===== src/rtl/fastram_sdio_cycle_ctrl.sv =====
// Decodes 68000 bus cycles against the autoconfig bases and runs either an SRAM
// cycle with wait states or an SDIO request/ack handshake with a timeout.
module fastram_sdio_cycle_ctrl #(
  parameter int RAM_WAIT     = 1,
  parameter int SDIO_TIMEOUT = 255
) (
  input  logic       CLK,
  input  logic       RESET,
  input  logic       AS_CPU_n,
  input  logic       UDS_n,
  input  logic       LDS_n,
  input  logic       RW_n,
  input  logic [7:0] A_HIGH,
  input  logic       JP4,
  input  logic [2:0] BASE_RAM,
  input  logic [7:0] BASE_SDIO,
  input  logic       RAM_CONFIGURED_n,
  input  logic       SDIO_CONFIGURED_n,
  input  logic       SDIO_ACK,
  output logic       RAM_CE_n,
  output logic       RAM_OE_n,
  output logic [1:0] RAM_WE_n,
  output logic       SDIO_REQ,
  output logic       DTACK_n,
  output logic       BERR_n
);

  // state   | meaning
  // IDLE    | waiting for a new address strobe, decode runs here
  // RAM     | SRAM strobes active, counting wait states
  // SREQ    | one-cycle SDIO request pulse
  // SWAIT   | waiting for SDIO_ACK, timeout timer running
  // ACK     | DTACK_n held until the CPU drops AS
  // BERR    | BERR_n held until the CPU drops AS
  // RELEASE | cycle not ours, wait for AS to go away
  typedef enum logic [2:0] {
    S_IDLE, S_RAM, S_SREQ, S_SWAIT, S_ACK, S_BERR, S_RELEASE
  } state_e;

  localparam logic [3:0] RAM_WAIT_C = 4'(RAM_WAIT);
  localparam logic [7:0] TIMEOUT_C  = 8'(SDIO_TIMEOUT);

  state_e     state_q, state_d;
  logic [3:0] cnt_q, cnt_d;
  logic [7:0] tmr_q, tmr_d;
  logic [2:0] meta_q, sync_q;
  logic       ram_ce_n_q, ram_ce_n_d;
  logic       ram_oe_n_q, ram_oe_n_d;
  logic [1:0] ram_we_n_q, ram_we_n_d;
  logic       sdio_req_q, sdio_req_d;
  logic       dtack_n_q, dtack_n_d;
  logic       berr_n_q, berr_n_d;
  logic       as_s, uds_s, lds_s;
  logic       ram_hit, sdio_hit;

  assign as_s  = sync_q[2];
  assign uds_s = sync_q[1];
  assign lds_s = sync_q[0];

  assign ram_hit  = !RAM_CONFIGURED_n &&
                    (JP4 ? (A_HIGH[7] == BASE_RAM[2]) : (A_HIGH[7:6] == BASE_RAM[2:1]));
  assign sdio_hit = !SDIO_CONFIGURED_n && (A_HIGH == BASE_SDIO);

  always_ff @(posedge CLK) begin
    if (RESET) begin
      state_q    <= S_IDLE;
      cnt_q      <= '0;
      tmr_q      <= '0;
      meta_q     <= 3'b111;
      sync_q     <= 3'b111;
      ram_ce_n_q <= 1'b1;
      ram_oe_n_q <= 1'b1;
      ram_we_n_q <= 2'b11;
      sdio_req_q <= 1'b0;
      dtack_n_q  <= 1'b1;
      berr_n_q   <= 1'b1;
    end else begin
      state_q    <= state_d;
      cnt_q      <= cnt_d;
      tmr_q      <= tmr_d;
      meta_q     <= {AS_CPU_n, UDS_n, LDS_n};
      sync_q     <= meta_q;
      ram_ce_n_q <= ram_ce_n_d;
      ram_oe_n_q <= ram_oe_n_d;
      ram_we_n_q <= ram_we_n_d;
      sdio_req_q <= sdio_req_d;
      dtack_n_q  <= dtack_n_d;
      berr_n_q   <= berr_n_d;
    end
  end

  // Every exit from a cycle requires as_s high, so a cycle is never decoded twice.
  always_comb begin
    state_d = state_q;
    cnt_d   = cnt_q;
    tmr_d   = tmr_q;
    case (state_q)
      S_IDLE: begin
        if (!as_s) begin
          if (ram_hit) begin
            state_d = S_RAM;
            cnt_d   = RAM_WAIT_C;
          end else if (sdio_hit) begin
            state_d = S_SREQ;
          end else begin
            state_d = S_RELEASE;
          end
        end
      end
      S_RAM: begin
        if (as_s)              state_d = S_IDLE;
        else if (cnt_q == '0)  state_d = S_ACK;
        else                   cnt_d   = cnt_q - 4'd1;
      end
      S_SREQ: begin
        if (as_s) begin
          state_d = S_IDLE;
        end else begin
          state_d = S_SWAIT;
          tmr_d   = TIMEOUT_C;
        end
      end
      S_SWAIT: begin
        if (as_s)              state_d = S_IDLE;
        else if (SDIO_ACK)     state_d = S_ACK;
        else if (tmr_q == '0)  state_d = S_BERR;
        else                   tmr_d   = tmr_q - 8'd1;
      end
      S_ACK, S_BERR, S_RELEASE: begin
        if (as_s) state_d = S_IDLE;
      end
      default: state_d = S_IDLE;
    endcase
  end

  always_comb begin
    ram_ce_n_d = ram_ce_n_q;
    ram_oe_n_d = ram_oe_n_q;
    ram_we_n_d = ram_we_n_q;
    sdio_req_d = 1'b0;
    dtack_n_d  = dtack_n_q;
    berr_n_d   = berr_n_q;
    if (state_d == S_IDLE) begin
      ram_ce_n_d = 1'b1;
      ram_oe_n_d = 1'b1;
      ram_we_n_d = 2'b11;
      dtack_n_d  = 1'b1;
      berr_n_d   = 1'b1;
    end else begin
      case (state_q)
        S_IDLE: begin
          if (state_d == S_RAM) begin
            ram_ce_n_d = 1'b0;
            ram_oe_n_d = !RW_n;
            ram_we_n_d = {RW_n | uds_s, RW_n | lds_s};
          end else if (state_d == S_SREQ) begin
            sdio_req_d = 1'b1;
          end
        end
        // Data strobes trail AS on writes, so byte enables track them live.
        S_RAM: begin
          ram_we_n_d = {RW_n | uds_s, RW_n | lds_s};
          if (state_d == S_ACK) dtack_n_d = 1'b0;
        end
        S_SWAIT: begin
          if (state_d == S_ACK)  dtack_n_d = 1'b0;
          if (state_d == S_BERR) berr_n_d  = 1'b0;
        end
        default: ;
      endcase
    end
  end

  assign RAM_CE_n = ram_ce_n_q;
  assign RAM_OE_n = ram_oe_n_q;
  assign RAM_WE_n = ram_we_n_q;
  assign SDIO_REQ = sdio_req_q;
  assign DTACK_n  = dtack_n_q;
  assign BERR_n   = berr_n_q;

endmodule


===== config.mk =====
export PLATFORM = sky130hd
export DESIGN_NAME = fastram_sdio_cycle_ctrl
export DESIGN_NICKNAME = d
export VERILOG_FILES = /design/src/rtl/fastram_sdio_cycle_ctrl.sv
export SDC_FILE = /design/constraint.sdc
export NUM_CORES = 1
export LEC_CHECK = 0
export BUFFER_PORTS_ARGS = -buffer_cell sky130_fd_sc_hd__buf_2
export CAP_MARGIN = 20
export CORE_MARGIN = 2
export CORE_UTILIZATION = 38
export CTS_BUF_LIST = sky130_fd_sc_hd__clkbuf_8
export CTS_CLUSTER_SIZE = 16
export DETAILED_ROUTE_END_ITERATION = 16
export SETUP_SLACK_MARGIN = 0.2
export SLEW_MARGIN = 20
export SYNTH_ARGS = -nofsm -noshare
export SYNTH_HDL_FRONTEND = slang
export SYNTH_SLANG_ARGS = --single-unit

===== constraint.sdc =====
create_clock -name CLK -period 2.6 [get_ports CLK]
set_input_delay 0.78 -clock CLK [delete_from_list [all_inputs] [get_ports CLK]]
set_output_delay 0.78 -clock CLK [all_outputs]
set_load 0.02 [all_outputs]

# Word-level counts from Yosys, hierarchy flattened
# Cells that the tools add are included.
# op_classes
reduce_logical	21
n_eq_ne	22
mux	25
n_bitwise	3
addsub	2
n_div	0
n_lt_le_gt_ge	0
shift	0
multipliers	0
# op_table
cell	n
$mux 8	4
$mux 3	9
$ne 2x2->1 const B	9
$mux 4	4
$pmux 8 s2	1
$eq 3x3->1 const B	5
$pmux 3 s5	1
$reduce_and 5->1	2
$eq 3x2->1 const B	3
$eq 8x8->1	1
$logic_not 8->1	1
$pmux 4 s2	1
$reduce_and 2->1	4
$sub 8x1->8 const B	1
$eq 3x1->1 const B	2
$logic_not 3->1	2
$logic_not 4->1	1
$mux 2	2
$pmux 2 s2	1
$reduce_bool 2->1	2
$reduce_or 2->1	2
$reduce_or 4->1	1
$sub 4x1->4 const B	1
$logic_not 1->1	3
7 further kinds	10
# word_totals
in_bits	29
ramBits	0
latch_bits	0
elab_cells	84
mem_count	0
romBits	0
reg_bits	28

# Longest topological paths before layout
# logic_depth
ltp_word	9
depth_mapped	7
mapped_depth_nobuf	7

# Worst setup path before layout
# No wires, ideal clock.
# synth_timing
path_type	input to register
startpoint	in BASE_SDIO[7]
endpoint	reg sdio_req_q, in the netlist SDIO_REQ
stages	6
arrival_ns	1.866
setup_ns	0.092
t_required_ns	2.508
path_buffers	0
slack_ns	0.642
path_cell_list	xor2_1 > nor4_1 > nand4_1 > o311ai_1 > nand2_1 > nor4_1
# synth_between
elab_chain_len	8
word_cells_on_any_way	11
# synth_lines
element	line_no	source
start, declared	16	input logic [7:0] BASE_SDIO,
$eq 8x8->1 (*)	62	assign sdio_hit = !SDIO_CONFIGURED_n && (A_HIGH == BASE_SDIO);
$logic_and 1x1->1 (*)	62	
$mux 3 (*)	103	end else if (sdio_hit) begin
$mux 3 (*)	100	if (ram_hit) begin
$mux 3 (*)	99	if (!as_s) begin
$pmux 3 s5 (*)	97	case (state_q)
$eq 3x1->1 (tied with other cells)	152	if (state_d == S_RAM) begin
$reduce_or 4->1 (no source line) / $mux 1 (equally long branches)	-	
end signal, assigned	86	sdio_req_q <= sdio_req_d;
end, declared	50	logic sdio_req_q, sdio_req_d;
# Mark *: on every way between the ends. The rest lies on a longest branch, timed or not.
# A chain may end at the register's enable or synchronous reset.

# Worst setup path after layout
# layout_timing
startpoint	reg sync_q[2]
endpoint	reg tmr_q[6]
# layout_between
elab_chain_len	2
word_cells_on_any_way	3
# layout_lines
element	line_no	source
start, declared	46	logic [2:0] meta_q, sync_q;
start signal, assigned	82	sync_q <= meta_q;
$ne 2x2->1 (no source line)	-	
$reduce_and 5->1 (no source line) (*)	-	
end signal, assigned	80	tmr_q <= tmr_d;
end, declared	45	logic [7:0] tmr_q, tmr_d;
# Marked as above.

==> summary.md <==
| Metric | Value |
|---|---|
| Yosys cell types | 44 |
| Synth Instances | 157 |
| Sw Pwr | 0.177 mW |
| Layout cells sized above 1 | 29.3% |
| Vias in the first global route | 1184 |
| EDFF count, synth | 0 |
| Largest net degree at the start of global routing | 22 |
| Final Wtd Congestion | 0.732 |
| CP Capture Type | flip-flop |
| P&R area growth vs syn | 15.9% |
| Nets | 222 |
| Die Height | 66.0 µm |
| RSZ-0062 raised after global routing | false |
| Crit path required time | 2.81 ns |
| Yosys Warn Count | 0 |
| Clock power share | 30.6% |
| H-tree depth | 1 |
| Iter 0 DRT Violations | 26 |
| Fin crit share | 79.1% |
| Total GRT Usage | 15.1% |
| DP Worst Slack | 0.293 ns |
| HP Class | flip-flop to flip-flop |
| CTS Root Cell | clkbuf_8 |
| Hold bufs inserted after CTS | 0 |
| Worst Setup Start Kind | flip-flop |
| Post-route ant nets | 0 |
| Hold Path Origin | meta_q[2]$_SDFF_PP1_ |
| Clock sinks | 28 |
| Total CTS buffers | 3 |
| Most common cell after layout, fill and taps aside | buf_2 |
| IO buf count | 34 |
| Grt total ovfl | 0 |
| Worst-path maximum fanout | 12 |
| Pwr dens | 448 nW/µm² |
| MaxCap Viol Count | 0 |
| Internal | 0.582 mW |
| TritonRoute pass-1 iters | 4 |
| Mean Syn Cell Area | 9.30 µm² |
| RR Startpoint | sync_q[2]$_SDFF_PP1_ |
| Fmax | 0.486 GHz |
| Hold Path Sink | sync_q[2]$_SDFF_PP1_ |
| Switching share of power | 23.3% |
| Worst-margin pin slew | 0.421 ns |
| Outcome | complete, no violations |
| Die Area | 4350 µm² |
| Vias/cell | 5.15 |
| Residual DRC | 0 |
| Flops & latches, synth | 28 |
| Max-slew headroom | 71.7% |
| R2R depth | 6 |
| # IOs | 36 |
| TNS Setup | 0 ns |
| # rows | 22 |
| Number of diodes | 0 |
| Worst vdd ir | 0.168 mV |
| Final min period | 2.06 ns |
| Initial antenna violation count | 0 |
| Clock-pin slew on the worst setup and hold paths | 0.09 ns |
| Post-Syn Area | 1460 µm² |
| TritonCTS clock tree | done |
| Core ar. | 3690 µm² |
| Number of hold violations in the final report | 0 |
| Comb pwr share | 10.7% |
| Post_cts resized | 0 |
| Total wire length | 3030 µm |
| RR Endpoint | tmr_q[6]$_SDFFE_PP0P_ |
| CTS Buffer Depth | 2 |
| Setup Skew | 0.00378 ns |
| Power share of the sequential group | 58.7% |
| Commonest non-fill, non-tap cells in the layout | buf_2, dfxtp_1, nand2_1 |
| Register area share after synthesis | 38.4% |
| Post-synth ARST share | 0% |
| Initial Utilization | 39.6% |
| Most used DFF post-synth | dfxtp_1 |
| Worst reg-to-reg setup slack | 0.54 ns |
| Crit path kind | flip-flop to flip-flop |
| Routed WL per cell | 12.8 µm |
| Overall die width | 66.0 µm |
| Setup Fix Bufs, Post-CTS | 0 |
| Post-DP HPWL | 2300 µm |
| Hold Crit Depth | 1 |
| First-pass GRT wire length | 5100 µm |
| PnR worst setup slack | 0.544 ns |
| Final setup violation count | 0 |
| Via Count | 1216 |
| Clk Latency, worst-skew pair | 0.27 ns |
| Post-Synthesis Net Count | 189 |
| Count of pins over their slew limit | 0 |
| WP data arrival | 2.26 ns |
| Leak Pwr | 0.650 nW |
==> cells in the mapped netlist, types with 2 or more instances <==
cell type | count | area [µm²]
xnor2_1 | 6 | 52.6
nand3_2 | 2 | 20.0
a21o_1 | 3 | 22.5
o21a_1 | 2 | 15.0
nand3_1 | 2 | 10.0
a21oi_1 | 10 | 50.1
nor2b_1 | 4 | 25.0
ha_1 | 3 | 37.5
a31oi_1 | 3 | 18.8
dfxtp_1 | 28 | 561
or3_1 | 2 | 12.5
a211o_1 | 2 | 17.5
a211oi_1 | 3 | 22.5
buf_6 | 2 | 22.5
nor4_1 | 2 | 12.5
nand4_1 | 2 | 12.5
nand2b_1 | 2 | 12.5
xor2_1 | 9 | 78.8
nand2_1 | 14 | 52.6
nor3_1 | 5 | 25.0
clkbuf_1 | 3 | 11.3
o21ai_0 | 4 | 20.0
or3b_2 | 2 | 17.5
or2_2 | 7 | 43.8
and2_1 | 2 | 12.5
inv_1 | 6 | 22.5
nor2_1 | 9 | 33.8
o211ai_1 | 2 | 15.0
==> power by group through the flow <==
stage,sequential [mW],clock [mW],combinational (mW)
final,0.445,0.233,0.0811
after detailed placement,0.455,0,0.0809
after global routing,0.447,0.262,0.0898
after global placement,0.455,0,0.0780
after floorplan,0.451,0,0.0521
after CTS,0.445,0.241,0.0816
==> layer usage <==
metal,GRT usage (%),wire length (µm),vias to the layer above
met5,0,0,-
met4,6.89,55,0
met3,2.21,166,5
met2,27.0,1450,29
met1,17.5,1350,559
li1,-,-,623
==> area by class of cell <==
class / count / area [µm²]
Inverter: 6 / 22.5
Tap cell: 48 / 60.1
Sequential cell: 28 / 561
Multi-Input combinational cell: 117 / 838
Timing Repair Buffer: 34 / 170
Fill cell: 369 / 2000
Clock buffer: 3 / 41.3
==> per-stage QoR <==
step | util (%) | hold slack, ns | total power [mW] | cells | area, µm²
finish | 45.9 | 0.416 | 0.759 | 236 | 1690
global placement | 44.8 | 0.392 | 0.533 | 233 | 1650
global route | 45.9 | 0.436 | 0.799 | 236 | 1690
detailed placement | 44.8 | 0.397 | 0.536 | 233 | 1650
floorplan | - | 0.389 | 0.503 | 157 | 1460
CTS | 45.9 | 0.419 | 0.768 | 236 | 1690
==> cell families (layout without fill, tap and decap cells) <==
| family | Yosys count | in the layout | synth area share [%] |
|---|---|---|---|
| adder cells (fa/ha/maj) | 3 | 3 | 2.57 |
| XOR/XNOR | 15 | 15 | 9.00 |
| AO/OA/AOI/OAI | 38 | 38 | 19.7 |
| flip-flops | 28 | 28 | 38.4 |
| AND/OR/NAND/NOR | 61 | 61 | 26.1 |
| buffers and inverters | 12 | 43 | 4.20 |
==> sequential cells by signal (all words and copies together) (netlist names) <==
signal    cells
meta_q        3
sync_q        3
tmr_q         8
SDIO_REQ      1
cnt_q         4
RAM_OE_n      1
RAM_WE_n      2
state_q       3
RAM_CE_n      1
BERR_n        1
DTACK_n       1
==> worst max-delay path, cell delays in order (launching register included) <==
cell       delay, ns
dfxtp_1         0.44
nand4bb_4       0.30
a311oi_4        0.39
a21o_1          0.16
nand3_2         0.10
or4_1           0.42
a31oi_1         0.17
==> how the worst max path moves through the flow <==
stage	from	to	slack, ns
finish	sync_q[2]$_SDFF_PP1_	tmr_q[6]$_SDFFE_PP0P_	0.54
global route	state_q[1]$_SDFF_PP0_	cnt_q[3]$_SDFFE_PP0P_	0.36
CTS	sync_q[2]$_SDFF_PP1_	tmr_q[6]$_SDFFE_PP0P_	0.54
detailed placement	A_HIGH[7]	cnt_q[3]$_SDFFE_PP0P_	0.29
global placement	A_HIGH[7]	SDIO_REQ$_SDFF_PP0_	0.31
floorplan	BASE_SDIO[7]	SDIO_REQ$_SDFF_PP0_	0.64
No activity file was read; power rests on OpenSTA's default activity.
